===== config.mk =====
export PLATFORM = sky130hd
export DESIGN_NAME = fft_frame_sequencer
export DESIGN_NICKNAME = d
export VERILOG_FILES = /design/src/rtl/fft_seq_pkg.sv /design/src/rtl/fft_seq_bitrev_counter.sv /design/src/rtl/fft_frame_sequencer.sv
export SDC_FILE = /design/constraint.sdc
export NUM_CORES = 1
export LEC_CHECK = 0
export ABC_AREA = 0
export CORE_MARGIN = 2
export CORE_UTILIZATION = 24
export DETAILED_ROUTE_END_ITERATION = 6
export HOLD_SLACK_MARGIN = 0.06
export PLACE_DENSITY = 0.47
export SLEW_MARGIN = 10
export SYNTH_ARGS = -nofsm -noshare
export SYNTH_HDL_FRONTEND = slang
export SYNTH_HIERARCHICAL = 1
export SYNTH_SLANG_ARGS = --single-unit

===== constraint.sdc =====
create_clock -name clk -period 5.05 [get_ports clk]
set_input_delay 1.515 -clock clk [delete_from_list [all_inputs] [get_ports clk]]
set_output_delay 1.515 -clock clk [all_outputs]
set_load 0.01 [all_outputs]

===== src/rtl/fft_seq_pkg.sv =====
// Shared types and constants for the FFT frame sequencer.
// Holds the per-bank state encoding, the input FSM encoding, the shortest
// legal frame length (log2) and the width of the status counters.
package fft_seq_pkg;

   typedef enum logic [2:0] {
      B_FREE,
      B_FILL,
      B_FULL,
      B_BUSY,
      B_DONE
   } bank_state_t;

   typedef enum logic [1:0] {
      IN_IDLE,
      IN_FILL,
      IN_WAIT
   } in_state_t;

   localparam int MIN_FFT_N = 2;
   localparam int CNT_W     = 16;

endpackage


===== src/rtl/fft_seq_bitrev_counter.sv =====
// Sample counter with a bit-reversed view over a runtime length of len_n bits.
// Latency: iter/last are combinational from the count; count updates on the clock edge.
// Backpressure: none; advances only when inc is high, wraps to 0 after the last sample.
// Ports: clk, rst (sync, active-high), clr (restart at 0), inc (count one sample),
//        len_n (log2 frame length), iter (bit-reversed count, zero-extended), last.
module fft_seq_bitrev_counter
   import fft_seq_pkg::*;
#(
   parameter int MAX_N = 10
) (
   input  logic             clk,
   input  logic             rst,
   input  logic             clr,
   input  logic             inc,
   input  logic [3:0]       len_n,
   output logic [MAX_N-1:0] iter,
   output logic             last
);

   logic [MAX_N-1:0] cnt;
   logic [MAX_N-1:0] rev;
   logic [MAX_N:0]   cnt_p1;

   // Reversing all MAX_N bits puts the live low bits at the top; shifting down
   // by (MAX_N - len_n) leaves the len_n-bit reversal with zeros above it.
   assign rev    = {<<{cnt}};
   assign iter   = rev >> (4'(MAX_N) - len_n);

   // One extra bit so the full-length frame does not overflow the compare.
   assign cnt_p1 = {1'b0, cnt} + (MAX_N+1)'(1);
   assign last   = (cnt_p1 >> len_n) == (MAX_N+1)'(1);

   always_ff @(posedge clk) begin
      if (rst || clr) begin
         cnt <= '0;
      end else if (inc) begin
         cnt <= last ? '0 : cnt_p1[MAX_N-1:0];
      end
   end

endmodule


===== src/rtl/fft_frame_sequencer.sv =====
// Double-buffered frame sequencer: fills two RAM banks in bit-reversed order and
// hands full banks to an FFT engine. Writes are same-cycle; eng_start and frame_done
// are registered one cycle after the triggering event. Backpressure via in_ready;
// with FFT_SEQ_DROP_EN defined, in_ready stays high and unfillable samples are dropped.
// Ports: cfg_fft_n/autorun/run/fin control; in_* sample stream; wact/wbank/wa/wdw RAM
//        write port; eng_* engine handshake; frame_done/done_bank/drop_cnt status.
module fft_frame_sequencer
   import fft_seq_pkg::*;
#(
   parameter int MAX_FFT_N = 10,
   parameter int FFT_DW    = 16,
   parameter int BW_W      = $clog2(FFT_DW) + 1
) (
   input  logic                     clk,
   input  logic                     rst,
   input  logic [3:0]               cfg_fft_n,
   input  logic                     autorun,
   input  logic                     run,
   input  logic                     fin,
   input  logic                     in_valid,
   output logic                     in_ready,
   input  logic signed [FFT_DW-1:0] in_real,
   input  logic signed [FFT_DW-1:0] in_imag,
   output logic                     wact,
   output logic                     wbank,
   output logic [MAX_FFT_N-1:0]     wa,
   output logic [2*FFT_DW-1:0]      wdw,
   output logic                     eng_start,
   output logic                     eng_bank,
   output logic [3:0]               eng_len_n,
   output logic [BW_W-1:0]          eng_bfp_bw,
   input  logic                     eng_done,
   output logic                     frame_done,
   output logic                     done_bank,
   output logic [15:0]              drop_cnt
);

   localparam logic [3:0] MAX_N4 = 4'(MAX_FFT_N);
   localparam logic [3:0] MIN_N4 = 4'(MIN_FFT_N);

   bank_state_t      bank_st  [2];
   logic [3:0]       bank_len [2];
   logic [BW_W-1:0]  bank_bw  [2];
   in_state_t        in_st;

   logic             fill_bank, fill_first, older, eng_busy;
   logic [3:0]       eff_n, len_use;
   logic             accept, cnt_clr, cnt_last;
   logic [MAX_FFT_N-1:0] cnt_iter;
   logic [BW_W-1:0]  bw_re, bw_im, samp_bw, bw_new;
   logic [1:0]       is_full, is_done, free_now;
   logic             fin_rel, rel_bank, dispatch, disp_bank, done_ok, new_bank;

   // Significant bits of a two's-complement value: one above the highest bit
   // that differs from the sign bit; 0 and -1 need just the sign bit.
   function automatic logic [BW_W-1:0] comp_bw(input logic [FFT_DW-1:0] x);
      logic [BW_W-1:0] r;
      r = BW_W'(1);
      for (int i = 0; i < FFT_DW - 1; i++) begin
         if (x[i] != x[FFT_DW-1]) r = BW_W'(i + 2);
      end
      return r;
   endfunction

   assign eff_n   = (cfg_fft_n < MIN_N4 || cfg_fft_n > MAX_N4) ? MAX_N4 : cfg_fft_n;
   // Length is captured on the first sample; later cfg changes are ignored.
   assign len_use = fill_first ? eff_n : bank_len[fill_bank];

   assign bw_re   = comp_bw(in_real);
   assign bw_im   = comp_bw(in_imag);
   assign samp_bw = (bw_re > bw_im) ? bw_re : bw_im;
   assign bw_new  = (samp_bw > bank_bw[fill_bank]) ? samp_bw : bank_bw[fill_bank];

   assign is_full  = {bank_st[1] == B_FULL, bank_st[0] == B_FULL};
   assign is_done  = {bank_st[1] == B_DONE, bank_st[0] == B_DONE};
   // 'older' names the bank that completed its fill first; it breaks ties when
   // both banks are FULL or both DONE.
   assign fin_rel   = fin && (|is_done);
   assign rel_bank  = (&is_done) ? older : is_done[1];
   // A bank being released this cycle counts as free so the input side can
   // claim it without waiting for the state register to show FREE.
   assign free_now  = {bank_st[1] == B_FREE || (fin_rel && rel_bank),
                       bank_st[0] == B_FREE || (fin_rel && !rel_bank)};
   assign new_bank  = !free_now[0];
   assign dispatch  = !eng_busy && (|is_full) && (autorun || run);
   assign disp_bank = (&is_full) ? older : is_full[1];
   assign done_ok   = eng_done && eng_busy && (bank_st[eng_bank] == B_BUSY);

`ifdef FFT_SEQ_DROP_EN
   logic [15:0] drop_r;
   assign in_ready = !rst;
   always_ff @(posedge clk) begin
      if (rst) begin
         drop_r <= '0;
      end else if (in_valid && in_st != IN_FILL && drop_r != 16'hFFFF) begin
         drop_r <= drop_r + 16'd1;
      end
   end
   assign drop_cnt = drop_r;
`else
   assign in_ready = !rst && (in_st == IN_FILL);
   assign drop_cnt = '0;
`endif

   assign accept  = in_valid && in_ready && (in_st == IN_FILL);
   assign cnt_clr = (in_st == IN_IDLE) && (|free_now);

   assign wact  = accept;
   assign wbank = accept && fill_bank;
   assign wa    = accept ? cnt_iter : '0;
   assign wdw   = accept ? {in_imag, in_real} : '0;

   fft_seq_bitrev_counter #(.MAX_N(MAX_FFT_N)) u_cnt (
      .clk   (clk),
      .rst   (rst),
      .clr   (cnt_clr),
      .inc   (accept),
      .len_n (len_use),
      .iter  (cnt_iter),
      .last  (cnt_last)
   );

   always_ff @(posedge clk) begin
      if (rst) begin
         in_st       <= IN_IDLE;
         bank_st[0]  <= B_FREE;
         bank_st[1]  <= B_FREE;
         bank_len[0] <= '0;
         bank_len[1] <= '0;
         bank_bw[0]  <= '0;
         bank_bw[1]  <= '0;
         fill_bank   <= 1'b0;
         fill_first  <= 1'b0;
         older       <= 1'b0;
         eng_busy    <= 1'b0;
         eng_start   <= 1'b0;
         eng_bank    <= 1'b0;
         eng_len_n   <= '0;
         eng_bfp_bw  <= '0;
         frame_done  <= 1'b0;
         done_bank   <= 1'b0;
      end else begin
         eng_start  <= 1'b0;
         frame_done <= 1'b0;

         if (fin_rel) bank_st[rel_bank] <= B_FREE;

         if (done_ok) begin
            bank_st[eng_bank] <= B_DONE;
            eng_busy          <= 1'b0;
            frame_done        <= 1'b1;
            done_bank         <= eng_bank;
         end

         if (dispatch) begin
            bank_st[disp_bank] <= B_BUSY;
            eng_busy           <= 1'b1;
            eng_start          <= 1'b1;
            eng_bank           <= disp_bank;
            eng_len_n          <= bank_len[disp_bank];
            eng_bfp_bw         <= bank_bw[disp_bank];
         end

         case (in_st)
            IN_IDLE: begin
               if (|free_now) begin
                  in_st             <= IN_FILL;
                  fill_bank         <= new_bank;
                  fill_first        <= 1'b1;
                  bank_st[new_bank] <= B_FILL;
                  bank_bw[new_bank] <= '0;
               end else begin
                  in_st <= IN_WAIT;
               end
            end
            IN_FILL: begin
               if (accept) begin
                  fill_first          <= 1'b0;
                  bank_len[fill_bank] <= len_use;
                  bank_bw[fill_bank]  <= bw_new;
                  if (cnt_last) begin
                     bank_st[fill_bank] <= B_FULL;
                     in_st              <= IN_IDLE;
                     older <= (bank_st[~fill_bank] inside {B_FULL, B_BUSY, B_DONE})
                              ? ~fill_bank : fill_bank;
                  end
               end
            end
            IN_WAIT: begin
               if (|free_now) in_st <= IN_IDLE;
            end
            default: in_st <= IN_IDLE;
         endcase
      end
   end

endmodule


==> metrics <==
crit share post-route 1.02; status finished, violations left; Final Skew 0.00792 ns; IO buf count 100; Synth Instances 666; synthesized area per cell 7.91 sq um; slowest stage delay, CP 0.53 ns; worst r2r src u_cnt/cnt[0]; CTS Hold Bufs 0; Worst-path clk slew 0.07 ns; Levels on crit path 12; first-pass GRT wire length 28400 um; Max Buffers Root-to-Sink 2; vias per cell 4.86; hold crit path type flop to flop; nets 933; Worst Reg2Reg Path Length in Cells 11; WS Path Type primary input to output port; P_sw 1180 uW; hold path depth 2; Cell Count, Final, Fillers Out 1159; fin. max-slew vios 0; sequential-to-total area share from yosys stat 0.251; CP dominant cell by count buf_2; antenna violations before repair 0; Yosys cell types 91; pre-CTS worst setup slack -1.04 ns; area delta synth->final 53.9%; Post-Syn Area 5270 sq um; total die area 23200 sq um; IO Pins 117; Max H-tree Level 2; Data required, critical path 3.54 ns; CP Launch Point cfg_fft_n[3]; total grt overflow 0; Slew HR 0.306; CP cell instances buf_2 > nor2_2 > a21o_1 > nand2_1 > o22ai_2 > inv_2 > ha_4 > mux4_2 > mux2i_1 > o21ai_1 > and3_1 > buf_2; sw frac 0.412; wire per inst 15.2 um; max-cap violations 0; leakage power 0.00339 uW; reg2reg setup slack 1.24 ns; # DRC 0; cell family with most CP delay multiplexers; combinational group share of total power 0.654; clock power share 0.119; VDD IR max 0.000197 V; largest net degree at the start of global routing 41; die width 152 um; power per cell area 352 nW/um^2; antenna-violating nets left 0; Ant. Diodes 0; crit-path max FO 4; die height 152 um; hold path start eng_bfp_bw[0]; Reg power frac 0.227; Hold WS 0.457 ns; GRT Total Usage 0.145; Post-Place Cells 1135; core box area 21700 sq um; TritonCTS clock tree yes; violated checks negative setup slack; via count 5627; drt first pass iters 4; placed wire-length estimate 13500 um; row count 54; Final WS setup -0.0939 ns; worst-margin pin slew 1.04 ns; ratio of cells with drive above 1 in the final layout 0.320; Worst setup EP type output port; Num CTS Buffers 5; min Tclk post-route 5.14 ns; DR iter-0 viols 278; Syn. warnings 6; vias in the first global route 5439; Starting Density 0.243; GP Congestion 0.856; Setup Viol. Count Final 8; Max Fclk 194 MHz; Worst Path Buf+Inv 3; Data arrival, critical path 3.63 ns; final hold vios 0; Post-Route WL 17600 um; clk_lat worst skew 0.29 ns; clock sinks 55; Post-synth EDFFs 22; CP max stage cell mux4_2; Post-synth top flop dfxtp_1; P_int 1680 uW; register bit count reported by yosys 55; crit start category primary input; RSZ-0062 raised after global routing true; fraction of registers with async set/reset 0; Root Driver clkbuf_16
## layout by cell type, fill, tap and decap left out, types with 10 or more instances in the layout
| cell | netlist | layout |
|---|---|---|
| o21ai_0 | 31 | 22 |
| clkdlybuf4s50_1 | 0 | 65 |
| dfxtp_1 | 33 | 33 |
| mux2i_1 | 24 | 22 |
| nor2b_1 | 16 | 14 |
| and3_1 | 47 | 45 |
| nor3_1 | 22 | 17 |
| inv_1 | 26 | 23 |
| nand2_1 | 65 | 63 |
| a21oi_1 | 25 | 15 |
| dlygate4sd2_1 | 0 | 11 |
| nand3_1 | 27 | 25 |
| buf_4 | 18 | 138 |
| dlymetal6s2s_1 | 0 | 10 |
| edfxtp_1 | 22 | 22 |
| conb_1 | 1 | 16 |
| nor2_1 | 64 | 61 |
## state kept, by name, indices dropped and copies added (netlist names), 2 cells and up, named ones only
register	flops
in_st	2
bank_len	8
eng_bfp_bw	5
u_cnt/cnt	10
bank_st	6
eng_len_n	4
bank_bw	10
## cell families (layout without fill, tap and decap cells)
group / Yosys count / count (layout) / synth area share
XOR/XNOR: 14 / 14 / 0.0233
adder cells (fa/ha/maj): 12 / 12 / 0.0285
flip-flops: 55 / 55 / 0.251
AND/OR/NAND/NOR: 309 / 309 / 0.319
AO/OA/AOI/OAI: 161 / 162 / 0.224
other: 1 / 16 / 0.000711
multiplexers: 33 / 33 / 0.0719
buffers and inverters: 81 / 278 / 0.0812
## power groups by stage
stage / Sequential [uW] / Combinational [uW] / Clock [uW]
floorplan: 624 / 934 / 0
global placement: 656 / 1520 / 0
detailed placement: 657 / 1520 / 0
CTS: 649 / 1700 / 346
global route: 664 / 2030 / 365
finish: 648 / 1870 / 340
## final cells by class
cell class	instances	area (sq um)
clock buffer	5	125
clock inverter	3	20.0
fill	2264	13600
inverter	26	97.6
multi-input combinational	546	4080
sequential	55	1320
tap	280	350
timing repair buffer	244	2120
## cell usage after synthesis (4+ instances only)
master    instances  area share
nand2_1          65       0.046
nor2_1           64       0.046
and3_1           47       0.056
dfxtp_1          33        0.13
o21ai_0          31       0.029
nand3_1          27       0.026
inv_1            26       0.019
a21oi_1          25       0.024
mux2i_1          24       0.046
edfxtp_1         22        0.13
nor3_1           22       0.021
buf_4            18       0.026
nor2b_1          16       0.019
buf_2            15       0.014
clkbuf_1         15       0.011
a31oi_1          14       0.017
a211oi_1         12       0.017
ha_1             12       0.028
nand2b_1          9       0.011
nand4_1           9       0.011
xnor2_1           9       0.015
nor3b_1           8       0.011
a21o_1            6      0.0085
and2_1            6      0.0071
o211ai_1          6      0.0085
buf_6             5       0.011
mux2_2            5       0.011
xor2_1            5      0.0083
and4b_1           4      0.0076
o21ai_1           4      0.0038
o22ai_1           4      0.0047
o31ai_1           4      0.0057
or2_2             4      0.0047
## stage by stage
stage / total power [uW] / cell area [sq um] / util / TNS [ns]
finish: 2860 / 8110 / 0.374 / -0.422
global route: 3060 / 8110 / 0.374 / -1.88
CTS: 2700 / 7750 / 0.357 / -0.688
detailed placement: 2180 / 7370 / 0.340 / -21.56
global placement: 2170 / 7370 / 0.340 / -20.89
floorplan: 1560 / 5330 / - / 0
## worst min-delay path, cell delays in order (launching register included)
cell and delay (ns):
dfxtp_1 0.33, nand2_1 0.04, o21ai_0 0.05
## worst paths after layout
kind                         to
setup / recovery          wa[1]
hold / removal    eng_bfp_bw[0]
setup reg to reg  bank_st[0][0]
hold reg to reg   eng_bfp_bw[0]
## per-layer routing
metal | track usage | share of wire | vias up
met5 | 0 | 0 | -
met2 | 0.257 | 0.49 | 126
met4 | 0.0249 | 0.011 | 0
met1 | 0.195 | 0.46 | 2631
li1 | - | - | 2857
met3 | 0.0119 | 0.034 | 13
## repair_timing
| action | 4_1_cts | 5_1_grt |
|---|---|---|
| setup buffers | 8 | 8 |
| pin swaps | 30 | 30 |
| gates resized for setup | 115 | 67 |
| gates cloned | 2 | 0 |
| endpoints found under the setup margin | 25 | 23 |
(Power assumes the default switching activity.)
